$ cat src/rtl/mips_mc_ctrl_if.sv
// Control-side bus of the multicycle MIPS controller.
// Groups the instruction fields, flags and memory handshake that the
// controller consumes with every select/enable it drives into the datapath.
//
// Memory handshake: memRead/memWrite is a request that stays asserted,
// unchanged, until the memory answers with memRdy=1; the transfer completes
// on the clock edge that ends the cycle where request and memRdy are both 1.
// memRdy is ignored in cycles without a request.
interface mips_mc_ctrl_if #(
    parameter int OPW   = 6,
    parameter int ALUCW = 3
);
    // Instruction fields and status into the controller
    logic [OPW-1:0]   op;
    logic [OPW-1:0]   funct;
    logic             zero;
    logic             memRdy;

    // Enables and selects out of the controller
    logic             memRead;
    logic             memWrite;
    logic             irWrite;
    logic             pcWrite;
    logic             brnch;
    logic             jmp;
    logic             regDst;
    logic             aluSrc;
    logic             mem2Reg;
    logic             regWrite;
    logic [ALUCW-1:0] aluCtl;
    logic             illegal;

    // Controller side
    modport master (
        input  op, funct, zero, memRdy,
        output memRead, memWrite, irWrite, pcWrite, brnch, jmp,
               regDst, aluSrc, mem2Reg, regWrite, aluCtl, illegal
    );

    // Datapath / memory side
    modport slave (
        output op, funct, zero, memRdy,
        input  memRead, memWrite, irWrite, pcWrite, brnch, jmp,
               regDst, aluSrc, mem2Reg, regWrite, aluCtl, illegal
    );
endinterface

$ cat src/rtl/mips_mc_ctrl.sv
// Multicycle control FSM for the MIPS core.
// Supports lw, sw, R-type (add/sub/and/or/slt), beq, addi and j; everything
// else retires through the ILLEGAL state (illegal pulse, PC+4, no writes).
// Optional build macro MIPS_MC_CTRL_BNE_EN adds bne (op 000101): it shares
// the BRANCH state with beq, with the taken sense inverted by a flag
// captured in DECODE. Without the macro, op 000101 is illegal.
// Outputs are decoded from the registered state; irWrite and the sw
// pcWrite are additionally gated by memRdy and brnch by the ALU zero flag.
// dbg_state exposes the current state encoding for monitoring.
module mips_mc_ctrl #(
    parameter int OPW   = 6,
    parameter int ALUCW = 3
) (
    input  logic           clk,
    input  logic           rst,
    mips_mc_ctrl_if.master bus,
    output logic [3:0]     dbg_state
);

    // Opcodes
    localparam logic [OPW-1:0] OP_RTYPE = OPW'(6'b000000);
    localparam logic [OPW-1:0] OP_J     = OPW'(6'b000010);
    localparam logic [OPW-1:0] OP_BEQ   = OPW'(6'b000100);
    localparam logic [OPW-1:0] OP_BNE   = OPW'(6'b000101);
    localparam logic [OPW-1:0] OP_ADDI  = OPW'(6'b001000);
    localparam logic [OPW-1:0] OP_LW    = OPW'(6'b100011);
    localparam logic [OPW-1:0] OP_SW    = OPW'(6'b101011);

    // R-type function codes
    localparam logic [OPW-1:0] FN_ADD = OPW'(6'b100000);
    localparam logic [OPW-1:0] FN_SUB = OPW'(6'b100010);
    localparam logic [OPW-1:0] FN_AND = OPW'(6'b100100);
    localparam logic [OPW-1:0] FN_OR  = OPW'(6'b100101);
    localparam logic [OPW-1:0] FN_SLT = OPW'(6'b101010);

    // ALU operations
    localparam logic [ALUCW-1:0] ALU_AND = ALUCW'(3'b000);
    localparam logic [ALUCW-1:0] ALU_OR  = ALUCW'(3'b001);
    localparam logic [ALUCW-1:0] ALU_ADD = ALUCW'(3'b010);
    localparam logic [ALUCW-1:0] ALU_SUB = ALUCW'(3'b110);
    localparam logic [ALUCW-1:0] ALU_SLT = ALUCW'(3'b111);

    typedef enum logic [3:0] {
        S_FETCH   = 4'd0,
        S_DECODE  = 4'd1,
        S_MEMADR  = 4'd2,
        S_MEMRD   = 4'd3,
        S_MEMWB   = 4'd4,
        S_MEMWR   = 4'd5,
        S_EXEC    = 4'd6,
        S_ALUWB   = 4'd7,
        S_BRANCH  = 4'd8,
        S_ADDIEX  = 4'd9,
        S_ADDIWB  = 4'd10,
        S_JUMP    = 4'd11,
        S_ILLEGAL = 4'd12
    } state_t;

    state_t           state_q, state_d;
    // ALU operation decoded in EXEC, held for the ALUWB cycle
    logic [ALUCW-1:0] alu_ctl_q, alu_ctl_d;
    logic             funct_ok;
    logic [ALUCW-1:0] funct_alu;
    logic             branch_taken;

`ifdef MIPS_MC_CTRL_BNE_EN
    // Branch polarity: 1 = bne (taken when not zero), 0 = beq
    logic bne_q, bne_d;
    assign branch_taken = bne_q ? ~bus.zero : bus.zero;
`else
    assign branch_taken = bus.zero;
`endif

    assign dbg_state = state_q;

    // Decode the R-type function field into an ALU operation and validity
    always_comb begin
        funct_ok  = 1'b1;
        funct_alu = ALU_ADD;
        case (bus.funct)
            FN_ADD:  funct_alu = ALU_ADD;
            FN_SUB:  funct_alu = ALU_SUB;
            FN_AND:  funct_alu = ALU_AND;
            FN_OR:   funct_alu = ALU_OR;
            FN_SLT:  funct_alu = ALU_SLT;
            default: funct_ok  = 1'b0;
        endcase
    end

    // Next-state logic; unused state encodings fall back to FETCH
    always_comb begin
        state_d   = state_q;
        alu_ctl_d = alu_ctl_q;
`ifdef MIPS_MC_CTRL_BNE_EN
        bne_d     = bne_q;
`endif
        case (state_q)
            S_FETCH:  if (bus.memRdy) state_d = S_DECODE;
            S_DECODE: begin
`ifdef MIPS_MC_CTRL_BNE_EN
                bne_d = (bus.op == OP_BNE);
`endif
                case (bus.op)
                    OP_LW, OP_SW: state_d = S_MEMADR;
                    OP_RTYPE:     state_d = S_EXEC;
                    OP_BEQ:       state_d = S_BRANCH;
`ifdef MIPS_MC_CTRL_BNE_EN
                    OP_BNE:       state_d = S_BRANCH;
`endif
                    OP_ADDI:      state_d = S_ADDIEX;
                    OP_J:         state_d = S_JUMP;
                    default:      state_d = S_ILLEGAL;
                endcase
            end
            S_MEMADR: state_d = (bus.op == OP_SW) ? S_MEMWR : S_MEMRD;
            S_MEMRD:  if (bus.memRdy) state_d = S_MEMWB;
            S_MEMWB:  state_d = S_FETCH;
            S_MEMWR:  if (bus.memRdy) state_d = S_FETCH;
            S_EXEC: begin
                alu_ctl_d = funct_alu;
                state_d   = funct_ok ? S_ALUWB : S_ILLEGAL;
            end
            S_ALUWB:   state_d = S_FETCH;
            S_BRANCH:  state_d = S_FETCH;
            S_ADDIEX:  state_d = S_ADDIWB;
            S_ADDIWB:  state_d = S_FETCH;
            S_JUMP:    state_d = S_FETCH;
            S_ILLEGAL: state_d = S_FETCH;
            default:   state_d = S_FETCH;
        endcase
    end

    // State and captured decode registers; reset restarts the fetch
    always_ff @(posedge clk or posedge rst) begin
        if (rst) begin
            state_q   <= S_FETCH;
            alu_ctl_q <= ALU_ADD;
`ifdef MIPS_MC_CTRL_BNE_EN
            bne_q     <= 1'b0;
`endif
        end else begin
            state_q   <= state_d;
            alu_ctl_q <= alu_ctl_d;
`ifdef MIPS_MC_CTRL_BNE_EN
            bne_q     <= bne_d;
`endif
        end
    end

    // Output decode from state; everything is forced idle while rst is high
    always_comb begin
        bus.memRead  = 1'b0;
        bus.memWrite = 1'b0;
        bus.irWrite  = 1'b0;
        bus.pcWrite  = 1'b0;
        bus.brnch    = 1'b0;
        bus.jmp      = 1'b0;
        bus.regDst   = 1'b0;
        bus.aluSrc   = 1'b0;
        bus.mem2Reg  = 1'b0;
        bus.regWrite = 1'b0;
        bus.aluCtl   = ALU_ADD;
        bus.illegal  = 1'b0;
        if (!rst) begin
            case (state_q)
                S_FETCH: begin
                    bus.memRead = 1'b1;
                    bus.irWrite = bus.memRdy;
                end
                S_MEMADR: bus.aluSrc = 1'b1;
                S_MEMRD:  bus.memRead = 1'b1;
                S_MEMWB: begin
                    bus.regWrite = 1'b1;
                    bus.mem2Reg  = 1'b1;
                    bus.pcWrite  = 1'b1;
                end
                S_MEMWR: begin
                    bus.memWrite = 1'b1;
                    bus.aluSrc   = 1'b1;
                    bus.pcWrite  = bus.memRdy;
                end
                S_EXEC: bus.aluCtl = funct_alu;
                S_ALUWB: begin
                    bus.regWrite = 1'b1;
                    bus.regDst   = 1'b1;
                    bus.aluCtl   = alu_ctl_q;
                    bus.pcWrite  = 1'b1;
                end
                S_BRANCH: begin
                    bus.aluCtl  = ALU_SUB;
                    bus.brnch   = branch_taken;
                    bus.pcWrite = 1'b1;
                end
                S_ADDIEX: bus.aluSrc = 1'b1;
                S_ADDIWB: begin
                    bus.regWrite = 1'b1;
                    bus.aluSrc   = 1'b1;
                    bus.pcWrite  = 1'b1;
                end
                S_JUMP: begin
                    bus.jmp     = 1'b1;
                    bus.pcWrite = 1'b1;
                end
                S_ILLEGAL: begin
                    bus.illegal = 1'b1;
                    bus.pcWrite = 1'b1;
                end
                default: ;
            endcase
        end
    end

endmodule

$ cat src/flat_wrapper.sv
// flat-port wrapper written by rule: the top's interface ports become plain ports
module mips_mc_ctrl_flat 
#(
    parameter int OPW   = 6,
    parameter int ALUCW = 3
)
  (clk, rst, dbg_state, bus_op, bus_funct, bus_zero, bus_memRdy, bus_memRead, bus_memWrite, bus_irWrite, bus_pcWrite, bus_brnch, bus_jmp, bus_regDst, bus_aluSrc, bus_mem2Reg, bus_regWrite, bus_aluCtl, bus_illegal);
  mips_mc_ctrl_if #(.OPW(OPW), .ALUCW(ALUCW)) bus_i ();
  input  logic clk;
  input  logic rst;
  output logic [3:0] dbg_state;
  input wire logic [$bits(bus_i.op)-1:0] bus_op;
  input wire logic [$bits(bus_i.funct)-1:0] bus_funct;
  input wire logic [$bits(bus_i.zero)-1:0] bus_zero;
  input wire logic [$bits(bus_i.memRdy)-1:0] bus_memRdy;
  output wire logic [$bits(bus_i.memRead)-1:0] bus_memRead;
  output wire logic [$bits(bus_i.memWrite)-1:0] bus_memWrite;
  output wire logic [$bits(bus_i.irWrite)-1:0] bus_irWrite;
  output wire logic [$bits(bus_i.pcWrite)-1:0] bus_pcWrite;
  output wire logic [$bits(bus_i.brnch)-1:0] bus_brnch;
  output wire logic [$bits(bus_i.jmp)-1:0] bus_jmp;
  output wire logic [$bits(bus_i.regDst)-1:0] bus_regDst;
  output wire logic [$bits(bus_i.aluSrc)-1:0] bus_aluSrc;
  output wire logic [$bits(bus_i.mem2Reg)-1:0] bus_mem2Reg;
  output wire logic [$bits(bus_i.regWrite)-1:0] bus_regWrite;
  output wire logic [$bits(bus_i.aluCtl)-1:0] bus_aluCtl;
  output wire logic [$bits(bus_i.illegal)-1:0] bus_illegal;
  assign bus_i.op = bus_op;
  assign bus_i.funct = bus_funct;
  assign bus_i.zero = bus_zero;
  assign bus_i.memRdy = bus_memRdy;
  assign bus_memRead = bus_i.memRead;
  assign bus_memWrite = bus_i.memWrite;
  assign bus_irWrite = bus_i.irWrite;
  assign bus_pcWrite = bus_i.pcWrite;
  assign bus_brnch = bus_i.brnch;
  assign bus_jmp = bus_i.jmp;
  assign bus_regDst = bus_i.regDst;
  assign bus_aluSrc = bus_i.aluSrc;
  assign bus_mem2Reg = bus_i.mem2Reg;
  assign bus_regWrite = bus_i.regWrite;
  assign bus_aluCtl = bus_i.aluCtl;
  assign bus_illegal = bus_i.illegal;
  mips_mc_ctrl #(.OPW(OPW), .ALUCW(ALUCW)) u_core (.clk(clk), .rst(rst), .bus(bus_i), .dbg_state(dbg_state));
endmodule
$ cat config.mk
export PLATFORM = sky130hd
export DESIGN_NAME = mips_mc_ctrl_flat
export DESIGN_NICKNAME = d
export VERILOG_FILES = /design/src/rtl/mips_mc_ctrl_if.sv /design/src/rtl/mips_mc_ctrl.sv /design/src/flat_wrapper.sv
export SDC_FILE = /design/constraint.sdc
export NUM_CORES = 1
export LEC_CHECK = 0
export ABC_AREA = 1
export CAP_MARGIN = 0
export CORE_ASPECT_RATIO = 1.2
export CORE_UTILIZATION = 40
export CTS_BUF_LIST = sky130_fd_sc_hd__clkbuf_16
export DETAILED_ROUTE_END_ITERATION = 8
export PLACE_DENSITY = 0.75
export RECOVER_POWER = 25
export SLEW_MARGIN = 10
export SYNTH_ARGS = -nofsm -noshare
export SYNTH_HDL_FRONTEND = slang
export SYNTH_SLANG_ARGS = --single-unit
$ cat constraint.sdc
create_clock -name clk -period 1.47 [get_ports clk]
set_input_delay 0.147 -clock clk [delete_from_list [all_inputs] [get_ports clk]]
set_output_delay 0.147 -clock clk [all_outputs]
set_load 0.03 [all_outputs]
==> results of run 1 <==
-- cell families after synthesis --
logic type / share of synthesized area
and+or+nand+nor: 0.462
AOI/OAI and AO/OA: 0.189
buffers and inverters: 0.108
DFF: 0.241
-- through the flow --
stage / worst slack (ns) / cells
2_1_floorplan: -0.0769 / 124
3_3_place_gp: -0.393 / 212
3_5_place_dp: -0.534 / 212
==> results.yml, run 1 <==
status:
  status: "aborted with a tool error"
  stop_stage: "4_1_cts"
  error: "[ERROR DPL-0033] detailed placement checks failed during check placement."
yosys:
  synth_edf_count: 0
  synth-seq-cells: 7
  synth_area_leaders: "dfrtp_1, nand2_1, nor2_1"
  synthMostInstantiatedCell: "nand2_1"
  synth_common_cells: "nand2_1, nor2_1, inv_1, nand3_1, dfrtp_1"
  syn_avg_cell_area_um2: 5.91
  synth.largest_area_cell: "dfrtp_1"
  yosysTopAreaCellShare: 0.205
  syn_inst: 124
  yosysWarnings: 0
  synth.cell_area_um2: 733
  async_flop_share: 1.00
  yosysUniqueCellTypes: 24
  syn-num-nets: 140
  synth_ff_type: "dfrtp_1"
  ys_seq_area_frac: 0.241
cts:
  htree_levels: 1
  clk_path_buf_depth: 2
  cts_setup_buffers: 7
  ctsResizeCount: 47
  cts_made_buffers: 3
  hold_buffers: 0
  cts_root_buffer: "clkbuf_16"
  clock-sinks: 7
floorplan:
  io_pins: 34
  rows: 16
  die_w_um: 41.1
  die_y_um: 48.9
  start_util: 0.436
place:
  dp.final_hpwl_um: 2120
  io_buffers: 33
  globalplace.congestion: 0.923
  place_area_mm2: 0.00142
==> run 2: changes to the inputs <==
--- a/config.mk
+++ b/config.mk
@@ -7,11 +7,10 @@
 export LEC_CHECK = 0
 export ABC_AREA = 1
 export CAP_MARGIN = 0
-export CORE_ASPECT_RATIO = 1.2
-export CORE_UTILIZATION = 40
-export CTS_BUF_LIST = sky130_fd_sc_hd__clkbuf_16
+export CORE_AREA = 2 2 63 65
 export DETAILED_ROUTE_END_ITERATION = 8
-export PLACE_DENSITY = 0.75
+export DIE_AREA = 0 0 65 67
+export PLACE_DENSITY_LB_ADDON = 0.15
 export RECOVER_POWER = 25
 export SLEW_MARGIN = 10
 export SYNTH_ARGS = -nofsm -noshare
==> results.yml, run 2 <==
status:
  status: "finished with violations"
  violations: "negative setup slack"
critical_path:
  cp.arrival_ns: 1.70
  regToRegEndpoint: "u_core.dbg_state[2]$_DFFE_PP0P_"
  critPathCaptureType: "output port"
  crit_path_frequent_cell: "buf_6"
  max_stage_delay_ns: 0.39
  path_buf_inv: 4
  critPathTopFamily: "simple AND/OR/NAND/NOR gates"
  required_ns: 1.32
  slowest_stage: "dfrtp_2"
  worstSetupStartpointType: "register"
  timing.rr.start: "u_core.dbg_state[0]$_DFFE_PP0P_"
  r2r_setup_slack_ns: -0.07
  path_cells: "buf_6 -> inv_4 -> buf_6 -> or2_4 -> nor2_4 -> nand2_1 -> a41oi_2 -> buf_6"
  r2r_cells: 12
  worstPathMaxFanout: 4
  critical_path_class: "reg -> out"
flow_run:
  timing.max_cap.violations: 0
place:
  place_inst: 242
  globalplace.congestion: 0.871
  place_area_mm2: 0.00145
  io_buffers: 33
  dp.final_hpwl_um: 2320
global_route:
  gr-usage-all-layers: 0.141
  antenna_found_initial: 0
  grt_pass1_vias: 1036
  overflow: 0
  grt_max_degree: 13
  grt_pass1_wl_um: 4710
layout:
  antenna_cells: 0
  stdcell_area_mm2: 0.00191
  final_common_cell: "buf_4"
  area_delta_synth_final_pct: 160
  largest_reg_flops: 4
  layout-drive-gt1-share: 0.588
  layout_common_cells: "buf_4, buf_6, nand2_1"
  stdcell_count: 259
  fin_nets: 228
floorplan:
  die_w_um: 65
  die_area_mm2: 0.00436
  start_util: 0.203
  io_pins: 34
  die_y_um: 67
  rows: 22
  core_area_mm2: 0.00361
cts:
  cts_root_buffer: "clkbuf_8"
  clk_path_buf_depth: 2
  cts_tree: "built"
  clock-sinks: 7
  cts_made_buffers: 3
  htree_levels: 1
  clock_latency_ns: 0.23
  clk_pin_slew_ns: 0.05
sta:
  finalClockSkew_ns: 0.00183
  fin_crit_sh: 1.26
  drv_slew: 0
  hold_viol: 0
  fmax_mhz: 540
  fin_ws_ns: -0.380
  worst_slew_pin_slew_ns: 0.296
  fin_crit_ns: 1.85
  slew_headroom: 0.803
  rsz0062_at_grt: "yes"
  setup_viol_count_final: 16
routing:
  drt.antenna.violating_nets: 0
  num_vias: 1169
  via_per_inst: 4.51
  first_pass_iters: 4
  routed_wl_um: 3250
  route.detailed.drc: 0
  wl_per_cell_um: 12.6
  first_iter_violations: 14
yosys:
  synth.largest_area_cell: "dfrtp_1"
  synth.area.mux_share: 0
  synth-xor-area-share: 0
  syn_inst: 124
  synth-compound-area-share: 0.189
  synth_top_family_by_area: "simple AND/OR/NAND/NOR gates"
  yosysTopAreaCellShare: 0.205
  synth.cell_area_um2: 733
  synth_common_cells: "nand2_1, nor2_1, inv_1, nand3_1, dfrtp_1"
  synth_area_leaders: "dfrtp_1, nand2_1, nor2_1"
  synth_edf_count: 0
  ys_seq_area_frac: 0.241
  synth_adder_area_share: 0
  synth_ff_type: "dfrtp_1"
  syn-num-nets: 140
  yosysWarnings: 0
  synth-seq-cells: 7
  yosysUniqueCellTypes: 24
  synthMostInstantiatedCell: "nand2_1"
  syn_avg_cell_area_um2: 5.91
  async_flop_share: 1.00
  yosys.area_share.simple: 0.462
power_and_ir_drop:
  leakage_uw: 0.000910
  powerDensity_mw_per_mm2: 1560
  ir_worst_vdd_mv: 0.508
worst_hold_path:
  worstHoldPathType: "reg -> reg"
  hold-path-endpoint: "u_core.alu_ctl_q[2]$_DFFE_PP0N_"
  holdPathStages: 2
  min-delay-start: "u_core.alu_ctl_q[2]$_DFFE_PP0N_"
## run 2: cell counts after synthesis
Identical to the previous run, type by type.
## run 2: metal layers
| layer | part of all wire | up-vias | track usage |
|---|---|---|---|
| met3 | 0.056 | 8 | 0.0338 |
| met4 | 0.0095 | 0 | 0.0452 |
| li1 | - | 586 | - |
| met2 | 0.51 | 30 | 0.236 |
| met5 | 0 | - | 0 |
| met1 | 0.42 | 545 | 0.178 |
## run 2: repair_timing
item                                    in CTS  in global routing
pin swaps                                   10                 18
endpoints found under the setup margin      21                 18
resized for setup                           60                 36
buffers inserted                             9                  8
hold buffers                                 0                  0
## run 2: worst min-delay path, stage by stage, from the launching register on
cell,delay [ns]
dfrtp_1,0.33
nand2_1,0.06
nand2_1,0.05
## run 2: cell families after synthesis
family          Yosys count
flops                     7
simple gates             75
buf+inv                  21
compound gates           21
## run 2: through the flow
step                TNS (ns)  hold slack [ns]  setup WS, ns  total power (uW)   util
finish                 -2.92            0.478        -0.380              2970  0.529
global route           -3.82            0.526        -0.409              3140  0.529
CTS                    -2.58            0.481        -0.339              2490  0.478
detailed placement     -1.58            0.468        -0.565              1820  0.403
global placement       -1.50            0.459        -0.510              1820  0.403
floorplan             -0.223          -0.0346       -0.0769              1140      -
## run 2: area by class of cell
type                            count  area, um2
Fill cell                         349       1700
Timing Repair Buffer               84        787
Multi-Input combinational cell     96        746
Sequential cell                     7        181
Inverter                           20       87.6
Tap cell                           48       60.1
Clock buffer                        4       45.0
## run 2: report_power, final
group / switching (uW) / internal [uW]
logic: 1230 / 1100
clock network: 95.2 / 189
registers: 66.6 / 290
## run 2: worst max path at each step
stage                                    start            end  slack [ns]  cells after the start
5_1_grt        u_core.dbg_state[0]$_DFFE_PP0P_  bus_aluCtl[0]       -0.41                     10
2_1_floorplan  u_core.dbg_state[0]$_DFFE_PP0P_    bus_pcWrite       -0.08                      5
4_1_cts        u_core.dbg_state[0]$_DFFE_PP0P_  bus_aluCtl[1]       -0.34                      7
6_report       u_core.dbg_state[0]$_DFFE_PP0P_    bus_pcWrite       -0.38                      8
3_3_place_gp   u_core.dbg_state[0]$_DFFE_PP0P_  bus_aluCtl[1]       -0.51                      7
3_5_place_dp   u_core.dbg_state[0]$_DFFE_PP0P_  bus_aluCtl[1]       -0.57                      7
(Power assumes the default switching activity.)
==> run 3: changes to the inputs <==
--- a/config.mk
+++ b/config.mk
@@ -10,6 +10,7 @@
 export CORE_AREA = 2 2 63 65
 export DETAILED_ROUTE_END_ITERATION = 8
 export DIE_AREA = 0 0 65 67
+export GPL_TIMING_DRIVEN = 0
 export PLACE_DENSITY_LB_ADDON = 0.15
 export RECOVER_POWER = 25
 export SLEW_MARGIN = 10
==> results.yml, run 3 (synthesis results as in run 2) <==
sta:
  drv_slew: 0
  setup_viol_count_final: 10
  fin_tns_setup_ns: -2.12
  fin_crit_ns: 1.76
  fin_crit_sh: 1.20
  finalClockSkew_ns: 0.00384
  slew_headroom: 0.698
  hold_viol: 0
  rsz0062_at_grt: "yes"
  worst_slew_pin_slew_ns: 0.453
  fin_ws_ns: -0.292
  fmax_mhz: 568
flow_run:
  timing.max_cap.violations: 0
global_route:
  antenna_found_initial: 0
  gr-usage-all-layers: 0.122
  overflow: 0
  grt_pass1_vias: 952
  grt_max_degree: 11
  grt_pass1_wl_um: 4140
cts:
  clock_latency_ns: 0.23
  hold_buffers: 0
  cts_root_buffer: "clkbuf_8"
  clk_pin_slew_ns: 0.05
  htree_levels: 1
  cts_made_buffers: 3
  cts_tree: "built"
  clk_path_buf_depth: 2
  clock-sinks: 7
layout:
  layout_common_cells: "nand2_1, nor2_1, buf_4"
  layout-drive-gt1-share: 0.416
  seq_area_um2: 181
  stdcell_count: 226
  final.fill_count: 370
  largest_reg_flops: 4
  final_common_cell: "nand2_1"
  fin_nets: 195
  multi_input_area_um2: 658
  antenna_cells: 0
  stdcell_area_mm2: 0.00149
  final_core_utilization: 0.413
  area_delta_synth_final_pct: 103
critical_path:
  r2r_setup_slack_ns: 0.09
  worstPathMaxFanout: 6
  cp.arrival_ns: 1.62
  required_ns: 1.32
  regToRegEndpoint: "u_core.dbg_state[2]$_DFFE_PP0P_"
  critPathCaptureType: "output port"
  critical_path_class: "reg -> out"
  worstSetupStartpointType: "register"
  r2r_cells: 7
  timing.rr.start: "u_core.dbg_state[2]$_DFFE_PP0P_"
routing:
  first_iter_violations: 40
  wl_per_cell_um: 11.7
  drt.antenna.violating_nets: 0
  via_per_inst: 4.40
  first_pass_iters: 7
  route.detailed.drc: 0
  routed_wl_um: 2640
  num_vias: 995
floorplan:
  die_area_mm2: 0.00436
  die_w_um: 65
  core_area_mm2: 0.00361
  io_pins: 34
  start_util: 0.203
  die_y_um: 67
  rows: 22
status:
  violations: "negative setup slack"
  status: "finished with violations"
power_and_ir_drop:
  clockPowerShare: 0.126
  power.net_switching_uw: 1110
  switching_share: 0.491
  ir_worst_vdd_mv: 0.392
  powerDensity_mw_per_mm2: 1520
  p_int_uw: 1150
  leakage_uw: 0.000687
  p_seq_frac: 0.176
  power_frac_comb: 0.698
place:
  place_area_mm2: 0.00120
  globalplace.congestion: 0.847
  dp.final_hpwl_um: 1910
  place_inst: 205
  io_buffers: 33
worst_hold_path:
  worstHoldPathType: "in -> async"
-- run 3: cell count changes in the layout (fill, tap and decap cells not counted), moves of 2 or more --
cell	delta
nor2_4	-5
clkdlybuf4s15_2	+2
nor2_1	+4
buf_6	-18
nor3_1	-2
nand2_4	-5
clkbuf_1	+2
o21ai_0	+2
nor3_2	+2
nand2_2	-3
buf_4	-20
nand2_1	+8
o21ai_1	-2
-- run 3: how the worst max path moves through the flow --
| stage | slack (ns) | start | endpoint |
|---|---|---|---|
| final | -0.29 | u_core.dbg_state[1]$_DFFE_PP0P_ | bus_aluCtl[0] |
| after global routing | -0.38 | u_core.dbg_state[1]$_DFFE_PP0P_ | bus_aluCtl[0] |
| after CTS | -0.30 | u_core.dbg_state[3]$_DFFE_PP0P_ | bus_aluCtl[0] |
| after detailed placement | -0.86 | bus_funct[5] | bus_aluCtl[0] |
| after global placement | -0.86 | bus_funct[5] | bus_aluCtl[0] |
| after floorplan | -0.08 | u_core.dbg_state[0]$_DFFE_PP0P_ | bus_pcWrite |
-- run 3: area by class of cell --
cell class                      instances  share of cell area
Timing Repair Buffer                   50               0.303
Multi-Input combinational cell         96               0.442
Inverter                               20              0.0546
Tap cell                               48              0.0403
Clock buffer                            4              0.0303
Sequential cell                         7               0.122
Buffer                                  1             0.00756
-- run 3: repair_timing --
action	CTS	global route
pin swaps	12	6
gates resized for setup	96	25
buffers inserted	14	3
setup endpoints to repair	16	18
-- run 3: per-layer routing --
metal / vias to the layer above / wire length (um) / track usage
met3: 0 / 189 / 0.0422
met4: 0 / 0 / 0.0160
met2: 28 / 1370 / 0.223
li1: 514 / - / -
met1: 453 / 1080 / 0.141
met5: - / 0 / 0
-- run 3: critical path, cell delays in order (launching register included) --
cell and delay (ns):
dfrtp_2 0.44, buf_6 0.14, nand2_8 0.06, nor2_8 0.16, nand4_4 0.15, o21bai_4 0.17, a21oi_2 0.06, nor2_4 0.08
buf_6 0.13
-- run 3: stage by stage --
step	total power [uW]	hold slack, ns	worst slack (ns)
after floorplan	1140	-0.0346	-0.0769
after global placement	1540	0.460	-0.861
after detailed placement	1530	0.468	-0.858
after CTS	2070	0.481	-0.300
after global routing	2420	0.439	-0.376
final	2270	0.367	-0.292
-- run 3: power groups by stage --
stage	Combinational, uW	Clock, uW	Sequential [uW]
after global placement	1160	0	377
after global routing	1700	308	408
after detailed placement	1150	0	379
after floorplan	684	0	451
after CTS	1390	290	389
final	1580	286	399
